<file path="src/rtl/alu_exec_unit.sv">
// -----------------------------------------------------------------------------
// alu_exec_unit
//
// Execution unit driven by the 4-bit ALU control code. Single-cycle operations
// (ADD, SUB, AND, OR, SLT, SRA, SRAV) register their result on the acceptance
// edge. MUL runs on an iterative shift-add multiplier, one multiplier bit per
// cycle, LSB first. Unsupported codes return 0 with an err_o pulse.
//
// Configuration macro:
//   ALU_MUL_EARLY_EN - when defined, MUL also finishes as soon as the remaining
//                      multiplier bits are all zero. The result is unchanged.
//                      When undefined, MUL always takes exactly WIDTH cycles.
//
// Ports:
//   clk_i      in   clock, rising edge
//   rst_i      in   asynchronous, active-high reset
//   valid_i    in   request valid; accepted when valid_i && ready_o
//   ready_o    out  unit idle and able to accept a request
//   ALUCtrl_i  in   [3:0] operation code
//   src1_i     in   [WIDTH-1:0] operand 1 / MUL multiplicand / SRAV amount
//   src2_i     in   [WIDTH-1:0] operand 2 / MUL multiplier / shifted value
//   shamt_i    in   [SHAMT_W-1:0] immediate shift amount for SRA
//   result_o   out  [WIDTH-1:0] registered result, held between completions
//   zero_o     out  registered (result_o == 0)
//   done_o     out  one-cycle pulse: result_o/zero_o were just updated
//   err_o      out  one-cycle pulse with done_o for an unsupported code
// -----------------------------------------------------------------------------
module alu_exec_unit #(
  parameter int WIDTH   = 32,
  parameter int SHAMT_W = 5
) (
  input  logic               clk_i,
  input  logic               rst_i,
  input  logic               valid_i,
  output logic               ready_o,
  input  logic [3:0]         ALUCtrl_i,
  input  logic [WIDTH-1:0]   src1_i,
  input  logic [WIDTH-1:0]   src2_i,
  input  logic [SHAMT_W-1:0] shamt_i,
  output logic [WIDTH-1:0]   result_o,
  output logic               zero_o,
  output logic               done_o,
  output logic               err_o
);

  localparam logic [3:0] OP_AND  = 4'b0000;
  localparam logic [3:0] OP_OR   = 4'b0001;
  localparam logic [3:0] OP_ADD  = 4'b0010;
  localparam logic [3:0] OP_SUB  = 4'b0110;
  localparam logic [3:0] OP_SLT  = 4'b0111;
  localparam logic [3:0] OP_SRA  = 4'b1000;
  localparam logic [3:0] OP_SRAV = 4'b1001;
  localparam logic [3:0] OP_MUL  = 4'b1011;

  // Counter is one bit wider than SHAMT_W so it can represent WIDTH iterations.
  localparam logic [SHAMT_W:0] CNT_LAST = (SHAMT_W + 1)'(WIDTH - 1);

  typedef enum logic {
    S_IDLE,
    S_MUL
  } state_t;

  state_t             state, state_nxt;
  logic               accept;
  logic [WIDTH-1:0]   alu_res;
  logic               alu_err;

  // Iterative multiplier datapath
  logic [WIDTH-1:0]   mcand, mplier, acc;
  logic [SHAMT_W:0]   cnt;
  logic [WIDTH-1:0]   acc_step, mplier_step;
  logic               mul_last;

  assign ready_o = (state == S_IDLE);
  assign accept  = valid_i && ready_o;

  // Single-cycle operation result.
  // NOTE: every variable driven here gets a default first so no path leaves it
  // unassigned; otherwise synthesis infers a latch.
  always_comb begin
    alu_res = '0;
    alu_err = 1'b0;
    case (ALUCtrl_i)
      OP_AND:  alu_res = src1_i & src2_i;
      OP_OR:   alu_res = src1_i | src2_i;
      OP_ADD:  alu_res = src1_i + src2_i;
      OP_SUB:  alu_res = src1_i - src2_i;
      OP_SLT:  alu_res = {{(WIDTH-1){1'b0}}, ($signed(src1_i) < $signed(src2_i))};
      OP_SRA:  alu_res = $unsigned($signed(src2_i) >>> shamt_i);
      OP_SRAV: alu_res = $unsigned($signed(src2_i) >>> src1_i[SHAMT_W-1:0]);
      OP_MUL:  alu_res = '0;  // handled by the iterative multiplier
      default: alu_err = 1'b1;
    endcase
  end

  // One shift-add step; the result of the final step is what gets published.
  always_comb begin
    acc_step    = mplier[0] ? (acc + mcand) : acc;
    mplier_step = mplier >> 1;
`ifdef ALU_MUL_EARLY_EN
    mul_last    = (cnt == CNT_LAST) || (mplier_step == '0);
`else
    mul_last    = (cnt == CNT_LAST);
`endif
  end

  // Next-state logic
  always_comb begin
    state_nxt = state;
    case (state)
      S_IDLE: if (accept && (ALUCtrl_i == OP_MUL)) state_nxt = S_MUL;
      S_MUL:  if (mul_last)                        state_nxt = S_IDLE;
      default: state_nxt = S_IDLE;
    endcase
  end

  // NOTE: sequential state uses non-blocking assignments so every register
  // samples pre-edge values, independent of statement order.
  always_ff @(posedge clk_i or posedge rst_i) begin
    if (rst_i) state <= S_IDLE;
    else       state <= state_nxt;
  end

  // NOTE: the multiplier registers are reset along with the outputs so an
  // aborted MUL leaves no stale partial product behind.
  always_ff @(posedge clk_i or posedge rst_i) begin
    if (rst_i) begin
      mcand    <= '0;
      mplier   <= '0;
      acc      <= '0;
      cnt      <= '0;
      result_o <= '0;
      zero_o   <= 1'b1;
      done_o   <= 1'b0;
      err_o    <= 1'b0;
    end else begin
      done_o <= 1'b0;
      err_o  <= 1'b0;
      if (state == S_IDLE) begin
        if (accept) begin
          if (ALUCtrl_i == OP_MUL) begin
            mcand  <= src1_i;
            mplier <= src2_i;
            acc    <= '0;
            cnt    <= '0;
          end else begin
            result_o <= alu_res;
            zero_o   <= (alu_res == '0);
            done_o   <= 1'b1;
            err_o    <= alu_err;
          end
        end
      end else begin
        acc    <= acc_step;
        mcand  <= mcand << 1;
        mplier <= mplier_step;
        cnt    <= cnt + 1'b1;
        if (mul_last) begin
          result_o <= acc_step;
          zero_o   <= (acc_step == '0);
          done_o   <= 1'b1;
        end
      end
    end
  end

endmodule

</file>
<file path="config.mk">
export PLATFORM = sky130hd
export DESIGN_NAME = alu_exec_unit
export DESIGN_NICKNAME = d
export VERILOG_FILES = /design/src/rtl/alu_exec_unit.sv
export SDC_FILE = /design/constraint.sdc
export NUM_CORES = 1
export LEC_CHECK = 0
export ABC_AREA = 1
export CORE_MARGIN = 3
export CORE_UTILIZATION = 40
export DETAILED_ROUTE_END_ITERATION = 8
export GPL_TIMING_DRIVEN = 0
export PLACE_DENSITY = 0.65
export SKIP_CTS_REPAIR_TIMING = 1
export SLEW_MARGIN = 20
export SYNTH_ARGS = -nofsm -noshare
export SYNTH_HDL_FRONTEND = slang
export SYNTH_SLANG_ARGS = --single-unit
</file>
<file path="constraint.sdc">
create_clock -name clk_i -period 11.6 [get_ports clk_i]
set_input_delay 2.32 -clock clk_i [delete_from_list [all_inputs] [get_ports clk_i]]
set_output_delay 2.32 -clock clk_i [all_outputs]
set_load 0.005 [all_outputs]
</file>
# Word-level counts from Yosys, hierarchy flattened
# Index checks and enable logic that the tools add are counted.
# Widths: inputs -> output; s select.
dict set report word_totals {
  ramBits 0
  reg_bits 138
  latchBits 0
  input_bits 76
  elab_cells 72
  romBits 0
  out_inout_bits 36
  n_memories 0
}
dict set report op_classes {
  div_mod_pow 0
  addsub 4
  bitwise_logic 3
  mul 0
  n_lt_le_gt_ge 1
  muxes 33
  shift 2
  n_reduce_logical 10
  n_eq_ne 10
}
# operator count
set op_table {}
lappend op_table {{$mux 32} 14}
lappend op_table {{$pmux 32 s7} 1}
lappend op_table {{$add 32x32->32} 2}
lappend op_table {{$logic_not 32->1} 2}
lappend op_table {{$sshr 32x5->32} 2}
lappend op_table {{$and 32x32->32} 1}
lappend op_table {{$lt 32x32->1} 1}
lappend op_table {{$or 32x32->32} 1}
lappend op_table {{$sub 32x32->32} 1}
lappend op_table {{$mux 6} 3}
lappend op_table {{$mux 1} 14}
lappend op_table {{$eq 4x4->1 const B} 3}
lappend op_table {{$eq 4x3->1 const B} 2}
lappend op_table {{$reduce_or 7->1} 1}
lappend op_table {{$add 6x1->6 const B} 1}
lappend op_table {{$eq 6x5->1 const B} 1}
lappend op_table {{$eq 4x1->1 const B} 1}
lappend op_table {{$eq 4x2->1 const B} 1}
lappend op_table {{$logic_not 4->1} 1}
lappend op_table {{$reduce_bool 2->1} 2}
lappend op_table {{$reduce_and 3->1} 1}
lappend op_table {{$logic_and 1x1->1} 2}
lappend op_table {{$ne 2x1->1 const B} 1}
lappend op_table {{$ne 2x2->1 const B} 1}
lappend op_table {{other kinds (3)} 3}

# Depth between registers and ports, before layout
dict set report depth {
  depth_word 6
  mapped_depth 26
  ltp_nobuf 25
}

# Least setup slack after synthesis
# No wires, ideal clock.
dict set report synth_timing {
  path_kind {input to register}
  startpoint {in src1_i[0]}
  endpoint {reg zero_o}
  t_arrival_ns 4.367
  setup_ns 0.061
  t_required_ns 11.539
  cell_stages 22
  setup_slack_ns 7.172
  n_path_buf 0
  path_cell_list {ha_1 > inv_1 > fa_1 > nand3b_1 > nand2_1 > nand2_1 > nand2_1 > nand2_1 > nand2_1 > nand3_1 > nand2_1 > nand2_1 > nand3_1 > nand2_1 > nand3b_1 > nor2_1 > nand3_1 > nor2_1 > nand2_1 > nand2_1 > nand2_1 > nand2_1}
}
dict set report synth_between {
  elab_chain_cells 6
  word_cells_on_any_way 11
  classes_between {add/sub (2); order compare (1); shift (1); mux (4); bitwise (2); reduce/logical (1)}
}
# element line_no
set synth_lines {}
lappend synth_lines {{start: declaration} 37} ;# input logic [WIDTH-1:0] src1_i,
lappend synth_lines {{$sub 32x32->32 (tied with other cells)} 87} ;# OP_SUB: alu_res = src1_i - src2_i;
lappend synth_lines {{$pmux 32 s7 (*)} 83} ;# case (ALUCtrl_i)
lappend synth_lines {{$logic_not 32->1 (*)} 148} ;# zero_o <= (alu_res == '0);
lappend synth_lines {{$mux 1 (*)} 141} ;# if (ALUCtrl_i == OP_MUL) begin
lappend synth_lines {{$mux 1 (*)} 140} ;# if (accept) begin
lappend synth_lines {{$mux 1 (*)} 139} ;# if (state == S_IDLE) begin
lappend synth_lines {{end signal: assignment} 148}
lappend synth_lines {{end signal: assignment} 160} ;# zero_o <= (acc_step == '0);
lappend synth_lines {{end: declaration} 41} ;# output logic zero_o,
# Every way passes the cells marked *; elsewhere a longest branch is shown, timed or not. The select of a mux whose other input is x is not followed.
# A chain may end at the register's enable or synchronous reset.

# Worst setup path in the final report
dict set report layout_timing {
  startpoint {in src2_i[12]}
  endpoint {reg zero_o}
}
dict set report layout_between {
  elab_chain_cells 6
  word_cells_on_any_way 12
  classes_between {add/sub (2); order compare (1); shift (2); mux (4); bitwise (2); reduce/logical (1)}
}
# element line_no
set layout_lines {}
lappend layout_lines {{start: declaration} 38} ;# input logic [WIDTH-1:0] src2_i,
lappend layout_lines {{$sub 32x32->32 (tied with other cells)} 87}
lappend layout_lines {{$pmux 32 s7 (*)} 83}
lappend layout_lines {{$logic_not 32->1 (*)} 148}
lappend layout_lines {{$mux 1 (*)} 141}
lappend layout_lines {{$mux 1 (*)} 140}
lappend layout_lines {{$mux 1 (*)} 139}
# Marked as above.

==> run metrics <==
# nets final=between 3,000 and 4,000; Clk network pwr share=0.138; Sum Neg Setup Slack=0 ns; GP Congestion=around 1.1; start of the worst register-to-register path=mcand[0]; maximum vdd drop=~0.00012 V; Sw Ratio=0.517; most frequent cells in the layout=nand2_1, nor2_1, inv_1; Slew @ Worst Pin=0.867 ns; drt first pass iters=5; Clock Skews=0.00796 ns; Rows=72; Remaining Overflow, GRT=0; status=finished clean; vias=19,300; cells after synthesis=roughly 2,700; RSZ-0062 raised after global routing=no; pin count of the biggest net entering global routing=around 110; Levels on crit path=21; hold_sp=zero_o; Multi-input gate area=0.0109 sq mm; Avg Cell Area, Syn=between 5 and 6 sq um; Combinational Power Share=0.634; Slowest cell on crit path=clkdlybuf4s50_1; PwrDens=about 210 mW/mm^2; Design Area, Final=about 0.018 sq mm; sequential-to-total area share from yosys stat=0.215; Leak=roughly 9 nW; CTS tree=yes; Placed Area=approximately 0.018 sq mm; Hold Path Depth=2; overall die width=207 um; Core Region=about 0.039 sq mm; Clock transition at path regs=0.06 ns; f_max=around 0.16 GHz; CP Max Fanout=10; critical path arrival=approximately 6.7 ns; most common cell after layout, fill and taps aside=nand2_1; Async SR Flop Fraction=1.00; Via density=~5.7; Root Driver=clkbuf_16; number of synthesized flops with an enable pin=0; initial core utilization=0.411; net count after synthesis=approximately 3,000; Crit Reg-Reg Endpoint=zero_o; die area=around 0.043 sq mm; internal power=approximately 0.0019 W; vias in the first global route=18,100; P&R area growth vs syn=14.8%; register area=about 0.0035 sq mm; Residual DRC=0; Max clock buf depth=2; total track usage=0.343; fraction of layout cells with a size suffix above 1=0.0330; final worst-path cycle share=0.542; max capacitance violation total=0; total I/O pin count=112; top_reg_cell synth=dfrtp_1; Req. time, crit path=around 12 ns; most numerous cell on the critical path=nand2_1; P_sw=around 0.0021 W; Hold Fails Final Rpt=0; worst hold path endpoint=zero_o; IO buf count=~110; Slew Viols, Final=0; worst reg-to-reg path cell count=20; WL/cell=21.9 um; total CTS buffers=17; hold crit path type=flop to flop; Total Wirelength=74.2 mm; DP Wirelength=about 62 mm; 1st-iter DRT viols=between 1,500 and 2,000; Max stage delay on crit path=around 0.83 ns; Crit path buffers/inverters=3; antenna violations before repair=0; Final ANT Viol Nets=0; first-pass GRT wire length=roughly 110 mm; synthesized flop and latch total=roughly 140; Worst Setup Path Type=primary input to flop; endpoints failing setup=0; filler instances=4,280; Reg2Reg Setup Slack=~8.0 ns; min cycle time layout=between 6 and 7 ns; CP Cell Sequence=clkdlybuf4s50_1 -> inv_1 -> ha_1 -> buf_2 -> nor2_1 -> nand2_1 -> nor3_1 -> nand3_1 -> nand3_1 -> nand2_1 -> nand3_1 -> nand3_1 -> a21oi_1 -> nand2_1 -> nor2_1 -> nand3_1 -> nor2_1 -> nand2_1 -> nand2_1 -> nand2_1 -> nand2_1; Worst-Skew Late Latency=between 0.4 and 0.5 ns; CP Capture Type=flop; YS warnings=0; Reg power frac=0.229; crit-path leading delay family=simple AND/OR/NAND/NOR gates; antenna cell count=0; H-tree Lvls=4; synth unique cells=46; Clock Sink Count=roughly 140; Max-Slew Margin vs Limit=0.420; cell area after synthesis=~0.016 sq mm; CP Launch Type=primary input; Die H=~210 um
how the worst max path moves through the flow:
stage                    start    endpoint  slack [ns]
detailed placement  src2_i[12]      zero_o        4.94
global route        src2_i[12]      zero_o        5.09
floorplan                rst_i      acc[0]        5.59
finish              src2_i[12]      zero_o        5.32
CTS                 src2_i[12]      zero_o        5.38
global placement         rst_i  mplier[21]        3.63
worst reg2reg max path: stages (launching register included):
cell and delay (ns):
dfrtp_1 0.41, ha_1 0.21, fa_1 0.29, nand2_1 0.12, nand2_1 0.08, o21ai_0 0.16
o21ai_0 0.68, nand2_1 0.16, nand2_1 0.20, nand2_1 0.07, nand3_1 0.09, nand2_1 0.08
nor2_1 0.12, nand3_1 0.12, nor2_1 0.19, nand4_1 0.18, nor2_1 0.13, nand3_1 0.10
nand2_1 0.08, nand2_1 0.06, nand2_1 0.08
sequential cells by signal (all words and copies together) (netlist names):
name      flops
done_o        1
zero_o        1
state         1
cnt           6
mcand        32
err_o         1
result_o     32
mplier       32
acc          32
metal layers:
layer | wire length [um] | track usage | vias up
met5 | 0 | 0 | -
met4 | 4140 | 0.166 | 0
met3 | 4880 | 0.0332 | 205
met2 | 35100 | 0.590 | 821
met1 | 30100 | 0.431 | 9141
li1 | - | - | 9182
per-stage QoR:
stage          cells  utilization  total power [W]  worst slack, ns  hold WS [ns]
6_report        3394        0.472          0.00397             5.32         0.483
3_3_place_gp    3361        0.456          0.00335             3.63         0.460
5_1_grt         3394        0.472          0.00432             5.09         0.509
2_1_floorplan   2732            -          0.00252             5.59         0.454
3_5_place_dp    3362        0.457          0.00338             4.94         0.473
4_1_cts         3394        0.472          0.00394             5.38         0.487
cell families after synthesis:
| logic type | after synthesis | share of synthesized area |
|---|---|---|
| and+or+nand+nor | 1557 | 0.402 |
| buffers and inverters | 443 | 0.109 |
| AOI/OAI and AO/OA | 437 | 0.154 |
| xor gates and xnor gates | 14 | 0.00762 |
| adders and majority gates | 143 | 0.113 |
| DFF | 138 | 0.215 |
layout make-up:
class,count,share of cell area
Tap cell,518,0.0351
Clock inverter,10,0.00629
Timing Repair Buffer,112,0.0616
Multi-Input combinational cell,2151,0.589
Inverter,348,0.0712
Clock buffer,22,0.0257
Sequential cell,138,0.187
Buffer,95,0.0240
power groups by stage:
stage | clock [W] | combinational (W) | sequential [W]
finish | 0.000547 | 0.00252 | 0.000909
global placement | 0 | 0.00245 | 0.000902
floorplan | 0 | 0.00168 | 0.000842
detailed placement | 0 | 0.00247 | 0.000909
global route | 0.000572 | 0.00282 | 0.000931
CTS | 0.000551 | 0.00248 | 0.000903
cells in the mapped netlist, drive strengths merged (10+ instances only):
cell    number  area share
nand2      764        0.18
nor2       393       0.093
inv        346       0.081
nand3      314       0.099
o21ai      145       0.048
a21oi      140       0.044
ha         140        0.11
dfrtp      137        0.21
o22ai       93       0.036
clkbuf      60       0.014
buf         35       0.014
nand4       32       0.012
nor3        26      0.0081
a31oi       22      0.0085
o211ai      11      0.0051
o21bai      10      0.0047
xor2        10      0.0054
Note: power is estimated with default switching activity, not from simulation.
